<file path="config.mk">
export PLATFORM = sky130hd
export DESIGN_NAME = counter_method_resp_flat
export DESIGN_NICKNAME = d
export VERILOG_FILES = /design/src/rtl/counter_method_resp_pkg.sv /design/src/rtl/counter_method_resp_if.sv /design/src/rtl/counter_method_resp_prescaler.sv /design/src/rtl/counter_method_resp.sv /design/src/flat_wrapper.sv
export SDC_FILE = /design/constraint.sdc
export NUM_CORES = 1
export LEC_CHECK = 0
export CELL_PAD_IN_SITES_DETAIL_PLACEMENT = 0
export CELL_PAD_IN_SITES_GLOBAL_PLACEMENT = 1
export CORE_MARGIN = 4
export CORE_UTILIZATION = 25
export DETAILED_ROUTE_END_ITERATION = 7
export PLACE_DENSITY = 0.55
export SLEW_MARGIN = 0
export SYNTH_ARGS = -nofsm -noshare
export SYNTH_HDL_FRONTEND = slang
export SYNTH_SLANG_ARGS = --single-unit
</file>
<file path="constraint.sdc">
create_clock -name CLK -period 2.6 [get_ports CLK]
set_clock_uncertainty 0.05 [all_clocks]
set_input_delay 0.26 -clock CLK [delete_from_list [all_inputs] [get_ports CLK]]
set_output_delay 0.26 -clock CLK [all_outputs]
set_load 0.02 [all_outputs]
</file>
<file path="src/rtl/counter_method_resp_pkg.sv">
// Shared types and default sizing for the method-style prescaled counter.
package counter_method_resp_pkg;

    typedef enum logic {
        STOPPED = 1'b0,
        RUNNING = 1'b1
    } run_state_e;

    localparam int unsigned DEFAULT_WIDTH      = 4;
    localparam int unsigned DEFAULT_PRESCALE_W = 21;

endpackage : counter_method_resp_pkg

</file>
<file path="src/rtl/counter_method_resp_if.sv">
// Method-call bundle (EN/RDY pairs, argument and value) of counter_method_resp.
// Wrap-flag signals exist only when COUNTER_WRAP_FLAG_EN is defined.
interface counter_method_resp_if #(
    parameter int unsigned WIDTH = counter_method_resp_pkg::DEFAULT_WIDTH
);
    logic             EN_start;
    logic             RDY_start;
    logic             EN_stop;
    logic             RDY_stop;
    logic             EN_load;
    logic [WIDTH-1:0] load_value;
    logic             RDY_load;
    logic [WIDTH-1:0] count_value;
    logic             RDY_count_value;
    logic             tick;
`ifdef COUNTER_WRAP_FLAG_EN
    logic             wrapped;
    logic             EN_clear_wrap;
    logic             RDY_clear_wrap;
`endif

    modport master (
        output EN_start, EN_stop, EN_load, load_value,
`ifdef COUNTER_WRAP_FLAG_EN
        output EN_clear_wrap,
        input  wrapped, RDY_clear_wrap,
`endif
        input  RDY_start, RDY_stop, RDY_load, count_value, RDY_count_value, tick
    );

    modport slave (
        input  EN_start, EN_stop, EN_load, load_value,
`ifdef COUNTER_WRAP_FLAG_EN
        input  EN_clear_wrap,
        output wrapped, RDY_clear_wrap,
`endif
        output RDY_start, RDY_stop, RDY_load, count_value, RDY_count_value, tick
    );

endinterface : counter_method_resp_if

</file>
<file path="src/rtl/counter_method_resp_prescaler.sv">
// Free-running prescaler: counts enabled cycles, flags the cycle it rolls over.
module counter_prescaler
    import counter_method_resp_pkg::*;
#(
    parameter int unsigned PRESCALE_W = DEFAULT_PRESCALE_W
) (
    input  logic clk,
    input  logic rst,
    input  logic enable,
    input  logic clear,
    output logic wrap_c
);

    logic [PRESCALE_W-1:0] cnt;

    // Clear has priority so a start/stop always restarts a full period.
    always_ff @(posedge clk or posedge rst) begin
        if (rst) begin
            cnt <= '0;
        end else if (clear) begin
            cnt <= '0;
        end else if (enable) begin
            cnt <= cnt + PRESCALE_W'(1);
        end
    end

    assign wrap_c = enable && (cnt == '1);

endmodule : counter_prescaler

</file>
<file path="src/rtl/counter_method_resp.sv">
// Method-style (EN/RDY) prescaled up-counter with start/stop/load.
// Optional sticky wrap flag enabled by defining COUNTER_WRAP_FLAG_EN.
module counter_method_resp
    import counter_method_resp_pkg::*;
#(
    parameter int unsigned WIDTH         = DEFAULT_WIDTH,
    parameter int unsigned PRESCALE_W    = DEFAULT_PRESCALE_W,
    parameter bit          START_RUNNING = 1'b1
) (
    input  logic                 CLK,
    input  logic                 RST,
    counter_method_resp_if.slave bus
);

    localparam run_state_e RESET_STATE = START_RUNNING ? RUNNING : STOPPED;

    run_state_e       state;
    logic [WIDTH-1:0] count;
    logic             tick_q;
    logic             start_fire;
    logic             stop_fire;
    logic             load_fire;
    logic             pre_wrap;
    logic             step;

    // Ready depends on state only; reset forces every method unready.
    assign bus.RDY_start       = !RST && (state == STOPPED);
    assign bus.RDY_load        = !RST && (state == STOPPED);
    assign bus.RDY_stop        = !RST && (state == RUNNING);
    assign bus.RDY_count_value = !RST;

    assign start_fire = bus.EN_start && bus.RDY_start;
    assign stop_fire  = bus.EN_stop  && bus.RDY_stop;
    assign load_fire  = bus.EN_load  && bus.RDY_load;

    // A stop in the step cycle suppresses that step.
    assign step = pre_wrap && !stop_fire;

    counter_prescaler #(
        .PRESCALE_W (PRESCALE_W)
    ) u_prescaler (
        .clk    (CLK),
        .rst    (RST),
        .enable (state == RUNNING),
        .clear  (start_fire || stop_fire),
        .wrap_c (pre_wrap)
    );

    always_ff @(posedge CLK or posedge RST) begin
        if (RST) begin
            state  <= RESET_STATE;
            count  <= '0;
            tick_q <= 1'b0;
        end else begin
            tick_q <= step;
            case (state)
                STOPPED: if (start_fire) state <= RUNNING;
                RUNNING: if (stop_fire)  state <= STOPPED;
                default: state <= RESET_STATE;
            endcase
            if (load_fire) begin
                count <= bus.load_value;
            end else if (step) begin
                count <= count + WIDTH'(1);
            end
        end
    end

    assign bus.count_value = count;
    assign bus.tick        = tick_q;

`ifdef COUNTER_WRAP_FLAG_EN
    logic wrapped_q;

    assign bus.RDY_clear_wrap = !RST;

    // Setting on an all-ones step outranks a simultaneous clear.
    always_ff @(posedge CLK or posedge RST) begin
        if (RST) begin
            wrapped_q <= 1'b0;
        end else if (step && (count == '1)) begin
            wrapped_q <= 1'b1;
        end else if (bus.EN_clear_wrap && bus.RDY_clear_wrap) begin
            wrapped_q <= 1'b0;
        end
    end

    assign bus.wrapped = wrapped_q;
`endif

endmodule : counter_method_resp

</file>
<file path="src/flat_wrapper.sv">
// flat-port wrapper written by rule: the top's interface ports become plain ports
module counter_method_resp_flat import counter_method_resp_pkg::*;
#(
    parameter int unsigned WIDTH         = DEFAULT_WIDTH,
    parameter int unsigned PRESCALE_W    = DEFAULT_PRESCALE_W,
    parameter bit          START_RUNNING = 1'b1
)
  (CLK, RST, bus_EN_start, bus_EN_stop, bus_EN_load, bus_load_value, bus_RDY_start, bus_RDY_stop, bus_RDY_load, bus_count_value, bus_RDY_count_value, bus_tick);
  counter_method_resp_if #(.WIDTH(WIDTH)) bus_i ();
  input  logic CLK;
  input  logic RST;
  input wire logic [$bits(bus_i.EN_start)-1:0] bus_EN_start;
  input wire logic [$bits(bus_i.EN_stop)-1:0] bus_EN_stop;
  input wire logic [$bits(bus_i.EN_load)-1:0] bus_EN_load;
  input wire logic [$bits(bus_i.load_value)-1:0] bus_load_value;
  output wire logic [$bits(bus_i.RDY_start)-1:0] bus_RDY_start;
  output wire logic [$bits(bus_i.RDY_stop)-1:0] bus_RDY_stop;
  output wire logic [$bits(bus_i.RDY_load)-1:0] bus_RDY_load;
  output wire logic [$bits(bus_i.count_value)-1:0] bus_count_value;
  output wire logic [$bits(bus_i.RDY_count_value)-1:0] bus_RDY_count_value;
  output wire logic [$bits(bus_i.tick)-1:0] bus_tick;
  assign bus_i.EN_start = bus_EN_start;
  assign bus_i.EN_stop = bus_EN_stop;
  assign bus_i.EN_load = bus_EN_load;
  assign bus_i.load_value = bus_load_value;
  assign bus_RDY_start = bus_i.RDY_start;
  assign bus_RDY_stop = bus_i.RDY_stop;
  assign bus_RDY_load = bus_i.RDY_load;
  assign bus_count_value = bus_i.count_value;
  assign bus_RDY_count_value = bus_i.RDY_count_value;
  assign bus_tick = bus_i.tick;
  counter_method_resp #(.WIDTH(WIDTH), .PRESCALE_W(PRESCALE_W), .START_RUNNING(START_RUNNING)) u_core (.CLK(CLK), .RST(RST), .bus(bus_i));
endmodule
</file>
==> results of run 1 <==
[cells in the mapped netlist (all sizes together) (4+ instances only)]
cell	n	area, µm²
o2111ai	4	41.3
buf	7	38.8
inv	4	15.0
o21ai	14	70.1
nand3	6	30.0
and3	5	31.3
nand4	5	37.5
or3	10	62.6
and4	4	35.0
nor2	15	56.3
dfrtp	26	651
a21oi	14	70.1
nand2	5	18.8
o31ai	5	37.5
or4	5	37.5
xor2	5	43.8
[worst max-delay path by stage]
stage / endpoint / slack (ns)
finish: bus_RDY_stop / 0.43
global route: u_core.bus.count_value[3]$_DFFE_PP0P_ / 0.33
CTS: bus_RDY_stop / 0.42
detailed placement: u_core.u_prescaler.cnt[13]$_DFFE_PP0P_ / 0.40
global placement: u_core.u_prescaler.cnt[13]$_DFFE_PP0P_ / 0.46
floorplan: u_core.bus.count_value[3]$_DFFE_PP0P_ / 0.92
[kinds of logic (layout without fill, tap and decap cells)]
| logic type | Yosys count | after routing | share of synthesized area |
|---|---|---|---|
| AND/OR/NAND/NOR | 64 | 64 | 0.247 |
| AO/OA/AOI/OAI | 44 | 44 | 0.184 |
| flip-flops | 27 | 27 | 0.458 |
| buffers and inverters | 12 | 28 | 0.0389 |
| XOR/XNOR | 6 | 6 | 0.0355 |
| multiplexers | 3 | 3 | 0.0203 |
| adder cells (fa/ha/maj) | 2 | 2 | 0.0169 |
[area by class of cell]
class	count	area [µm²]
inverter	4	15.0
multi-input combinational	119	744
fill	595	3840
sequential	27	677
clock buffer	4	45.0
timing repair buffer	20	193
tap	72	90.1
[per-layer routing]
layer | GRT usage | up-vias | wire [µm]
met3 | 0.0194 | 4 | 117
met1 | 0.137 | 604 | 1680
li1 | - | 623 | -
met2 | 0.170 | 20 | 1700
met5 | 0 | - | 0
met4 | 0.0259 | 0 | 29
[state kept, by name, indices dropped and copies added (netlist names)]
register,count
u_core.u_prescaler.cnt,21
u_core.bus.count_value,4
u_core.bus.tick,1
u_core.state,1
[per-stage QoR]
stage	area, µm²	utilization
2_1_floorplan	1480	-
3_3_place_gp	1720	0.307
3_5_place_dp	1720	0.307
4_1_cts	1760	0.315
5_1_grt	1760	0.315
6_report	1760	0.315
[power by group through the flow]
stage          clock (mW)  combinational (mW)  sequential (mW)
4_1_cts             0.247               0.247            0.525
6_report            0.242               0.241            0.524
3_3_place_gp            0               0.243            0.531
2_1_floorplan           0               0.134            0.537
3_5_place_dp            0               0.245            0.533
5_1_grt             0.266               0.270            0.532
[critical path, delay by kind of cell, from the launching register on]
family                 cells  cell delay [ns]
flip-flops                 1             0.73
buffers and inverters      1             0.63
AND/OR/NAND/NOR            1             0.24
==> results_dict.tcl, run 1 <==
set metrics [dict create \
    detail_route.first_pass.iterations 4 \
    cts_htree_levels 1 \
    clock_root_buffer "sky130_fd_sc_hd__clkbuf_8" \
    synth-edff-count 0 \
    route.detailed.wl_per_inst_um 14.3 \
    yosysWarningCount 0 \
    final-max-slew-violation-count 0 \
    syn-num-nets 169 \
    slew_headroom 0.641 \
    mapped_area_um2 1480 \
    timing.hold.worst.start "bus_load_value[1]" \
    tns_ns 0 \
    ios 18 \
    critPathLaunch "u_core.state$_DFF_PP1_" \
    cts_resized 0 \
    drive_gt1_frac 0.0575 \
    grt_start_max_net_pins 28 \
    dominantRegCellSynth "sky130_fd_sc_hd__dfrtp_1" \
    cts_post_setup_buffers_inserted 0 \
    fin_ws_ns 0.429 \
    post_synth_num_cell_types 34 \
    cp.required_ns 2.29 \
    power.ir.vdd_worst_v 0.000216 \
    die_w_um 84.9 \
    port-buffer-count 17 \
    wire_length_of_the_first_global_routing_pass_um 6180 \
    avgSynthCellArea_um2 9.36 \
    globalRouteTotalUtil 0.102 \
    min_period_over_period 0.835 \
    drt_iter0_markers 57 \
    power_switching_share 0.311 \
    final.min_clock_period_ns 2.17 \
    critPathCaptureType "output pin" \
    critical_path.cell_chain "nor2b_1 -> clkdlybuf4s50_1" \
    max_cap_violations 0 \
    power_report.internal_total_uw 694 \
    min_path_type "primary input to flop" \
    mostFrequentLayoutCells "sky130_fd_sc_hd__dfrtp_1 (26), sky130_fd_sc_hd__clkdlybuf4s50_1 (17), sky130_fd_sc_hd__nor2_1 (15)" \
    finalHoldViolCount 0 \
    path_max_fanout 15 \
    reg2reg_slack_ns 0.49 \
    cts_tree "yes" \
    critical_path.reg2reg.endpoint "u_core.bus.count_value[3]$_DFFE_PP0P_" \
    pwr-share-clk 0.240 \
    gr-total-overflow 0 \
    post-dp-hpwl_um 2590 \
    clk_latency_ns 0.27 \
    start_util 0.264 \
    layout.cells.most_common "sky130_fd_sc_hd__dfrtp_1" \
    finalNetCount 186 \
    routabilityCongestion 0.698 \
    wirelength_um 3520 \
    p_total_mw 1.01 \
    power.net_switching_uw 313 \
    layout.cells.non_filler 246 \
    timing_worst_slew_pin_value_ns 0.539 \
    run_status "completed" \
    cts_inserted_buffers 3 \
    report.final.setup_viol 0 \
    detail_route.vias_per_cell 5.09 \
    core_area_um2 5610 \
    seqPwrFrac 0.521 \
    die_area_um2 7210 \
    n_antenna_cell 0 \
    place_worst_setup_slack_ns 0.400 \
    die_height_um 84.9 \
    synth_seq_area_share 0.458 \
    worst_setup_path_start_kind "flop" \
    max-clock-path-buffers 2 \
    timing.critical_path.arrival_ns 1.86 \
    class_of_the_most_critical_setup_path "flop to output pin" \
    flow.area_growth_from_synthesis_pct 19.3 \
    power_leakage_nw 0.686 \
    floorplan.rows 27 \
    worstHoldPathCells 3 \
    synth_cells 158 \
    final_antenna_net_count 0 \
    cp_slowest_stage_delay_ns 0.73 \
    grt_antenna_before_repair 0 \
    synth.ff_latch_count 27 \
    post_cts_hold_buffer_count 0 \
    detailroute.via_count 1251 \
    final.hold.worst_slack_ns 0.512 \
    pwr_density_cell_nw_per_um2 571 \
    ys_async_sr_fraction 1.00 \
    grt_pass1_vias 1252 \
    place.detailed.instances 242 \
    remaining_drc_errors 0 \
    critical-path-slowest-cell "sky130_fd_sc_hd__dfstp_2" \
    worst_r2r_path_depth 5 \
    min_delay_worst_endpoint "u_core.bus.count_value[1]$_DFFE_PP0P_" \
    cts_num_sinks 27 \
    maximum_operating_frequency_ghz 0.461 \
    power.combinational.fraction 0.239 \
    r2r_start "u_core.u_prescaler.cnt[0]$_DFFE_PP0P_" \
    worst_setup_hold_path_clk_slew_ns 0.09 \
    rsz0062_at_grt "no" \
]
No activity file was read; power rests on OpenSTA's default activity.
==> inputs of run 2 (changes only) <==
==> constraint.sdc (replaced) <==
create_clock -name CLK -period 2.2 [get_ports CLK]
set_clock_uncertainty 0.05 [all_clocks]
set_input_delay 0.22 -clock CLK [delete_from_list [all_inputs] [get_ports CLK]]
set_output_delay 0.22 -clock CLK [all_outputs]
set_load 0.02 [all_outputs]
==> run 2 against run 1 <==
Effect of this change:
- utilization up 0.80 points
- routed wire length up 1.6%
- largest cell class unchanged
- setup slack worse by 0.18 ns
- critical path type is now flop to flop
- critical endpoint is now u_core.bus.count_value[3]$_DFFE_PP0P_
- total power up 20%
- first-iteration DRC count down 7.0%
==> results_dict.tcl, run 2 (synthesized netlist as in run 1, its figures left out) <==
set metrics [dict create \
    min_delay_worst_endpoint "u_core.bus.count_value[2]$_DFFE_PP0P_" \
    final_antenna_net_count 0 \
    grt_start_max_net_pins 28 \
    remaining_drc_errors 0 \
    run_status "completed" \
    cts_post_setup_buffers_inserted 0 \
    power.ir.vdd_worst_v 0.000246 \
    grt_pass1_vias 1263 \
    rsz0062_at_grt "no" \
    r2r_start "u_core.u_prescaler.cnt[0]$_DFFE_PP0P_" \
    detail_route.first_pass.iterations 4 \
    tns_ns 0 \
    cts_inserted_buffers 3 \
    maximum_operating_frequency_ghz 0.511 \
    layout.cells.most_common "sky130_fd_sc_hd__dfrtp_1" \
    critical_path.reg2reg.endpoint "u_core.bus.count_value[3]$_DFFE_PP0P_" \
    worst_setup_path_start_kind "flop" \
    port-buffer-count 17 \
    critical-path-slowest-cell "sky130_fd_sc_hd__or4_1" \
    power_leakage_nw 0.714 \
    slew_headroom 0.657 \
    finalNetCount 192 \
    reg2reg_slack_ns 0.24 \
    critPathCaptureType "flop" \
    final-max-slew-violation-count 0 \
    cp.required_ns 2.35 \
    worstHoldPathCells 3 \
    detailroute.via_count 1275 \
    p_total_mw 1.21 \
    core_area_um2 5610 \
    finalHoldViolCount 0 \
    report.final.setup_viol 0 \
    worst_r2r_path_depth 5 \
    die_height_um 84.9 \
    cts_htree_levels 1 \
    post-route-cell-area_um2 1810 \
    cp_slowest_stage_delay_ns 0.57 \
    largest_reg_flops 21 \
    post_cts_hold_buffer_count 0 \
    globalRouteTotalUtil 0.104 \
    gr-total-overflow 0 \
    max-clock-path-buffers 2 \
    detail_route.vias_per_cell 5.06 \
    cts_resized 0 \
    clock_root_buffer "sky130_fd_sc_hd__clkbuf_8" \
    pwr_density_cell_nw_per_um2 669 \
    n_antenna_cell 0 \
    die_area_um2 7210 \
    wire_length_of_the_first_global_routing_pass_um 6180 \
    drive_gt1_frac 0.0889 \
    cts_tree "yes" \
    path_max_fanout 9 \
    timing.hold.worst.start "bus_load_value[2]" \
    max_cap_violations 0 \
    min_period_over_period 0.889 \
    final.min_clock_period_ns 1.96 \
    wirelength_um 3580 \
    die_w_um 84.9 \
    drt_iter0_markers 53 \
    route.detailed.wl_per_inst_um 14.2 \
    clk_latency_ns 0.27 \
    critical_path.cell_chain "ha_1 -> and4_1 -> nand4_2 -> or4_1 -> a31oi_1" \
    start_util 0.264 \
    layout.cells.non_filler 252 \
    place.detailed.instances 248 \
    grt_antenna_before_repair 0 \
    mostFrequentLayoutCells "sky130_fd_sc_hd__dfrtp_1 (26), sky130_fd_sc_hd__clkdlybuf4s50_1 (17), sky130_fd_sc_hd__nor2_1 (15)" \
    timing.critical_path.arrival_ns 2.10 \
    ios 18 \
    place_area_um2 1760 \
    flow.area_growth_from_synthesis_pct 22.3 \
    post-dp-hpwl_um 2680 \
    max_flop_register "u_core.u_prescaler.cnt" \
    routabilityCongestion 0.790 \
    class_of_the_most_critical_setup_path "flop to flop" \
    cts_num_sinks 27 \
    worst_setup_hold_path_clk_slew_ns 0.10 \
    timing_worst_slew_pin_value_ns 0.513 \
    min_path_type "primary input to flop" \
    floorplan.rows 27 \
]
[run 2: changes by cell type in the layout (fill, tap and decap cells not counted)]
cell	change
sky130_fd_sc_hd__buf_4	+6
[run 2: routing by layer]
metal	routed length, µm	vias up	track usage	share of wire
li1	-	635	-	-
met1	1800	617	0.142	0.50
met2	1630	21	0.169	0.46
met3	124	2	0.0165	0.035
met4	28	0	0.0331	0.0078
met5	0	-	0	0
[run 2: through the flow]
| step | utilization | hold WS, ns | setup WS, ns |
|---|---|---|---|
| floorplan | - | 0.222 | 0.519 |
| global placement | 0.315 | 0.478 | 0.124 |
| detailed placement | 0.315 | 0.498 | 0.138 |
| CTS | 0.323 | 0.469 | 0.208 |
| global route | 0.323 | 0.491 | 0.0759 |
| finish | 0.323 | 0.470 | 0.245 |
[run 2: worst max-delay path: cells and delay by family (launching register included)]
family          cells  cell delay [ns]
flops               1             0.39
fa+ha+maj           1             0.21
compound gates      1             0.16
simple gates        3             1.06
[run 2: worst max-delay path by stage]
stage | startpoint | cells after the start | end | slack (ns)
after floorplan | u_core.u_prescaler.cnt[0]$_DFFE_PP0P_ | 5 | u_core.bus.count_value[3]$_DFFE_PP0P_ | 0.52
after global placement | bus_EN_start | 6 | u_core.u_prescaler.cnt[18]$_DFFE_PP0P_ | 0.12
after detailed placement | bus_EN_start | 6 | u_core.u_prescaler.cnt[18]$_DFFE_PP0P_ | 0.14
after CTS | u_core.u_prescaler.cnt[0]$_DFFE_PP0P_ | 5 | u_core.bus.count_value[3]$_DFFE_PP0P_ | 0.21
after global routing | u_core.u_prescaler.cnt[0]$_DFFE_PP0P_ | 6 | u_core.bus.count_value[0]$_DFFE_PP0P_ | 0.08
final | u_core.u_prescaler.cnt[0]$_DFFE_PP0P_ | 5 | u_core.bus.count_value[3]$_DFFE_PP0P_ | 0.24
[run 2: cell type report]
cell class	instances	area [µm²]
clock buffers	4	45.0
fillers	609	3800
inverters	4	15.0
multi-input cells	119	744
flip-flops and latches	27	677
well taps	72	90.1
repair buffers	26	238
[run 2: report_power, final]
part / internal (mW) / switching, mW / total, mW
registers: 0.553 / 0.0585 / 0.612
logic: 0.152 / 0.159 / 0.311
clock network: 0.130 / 0.158 / 0.288
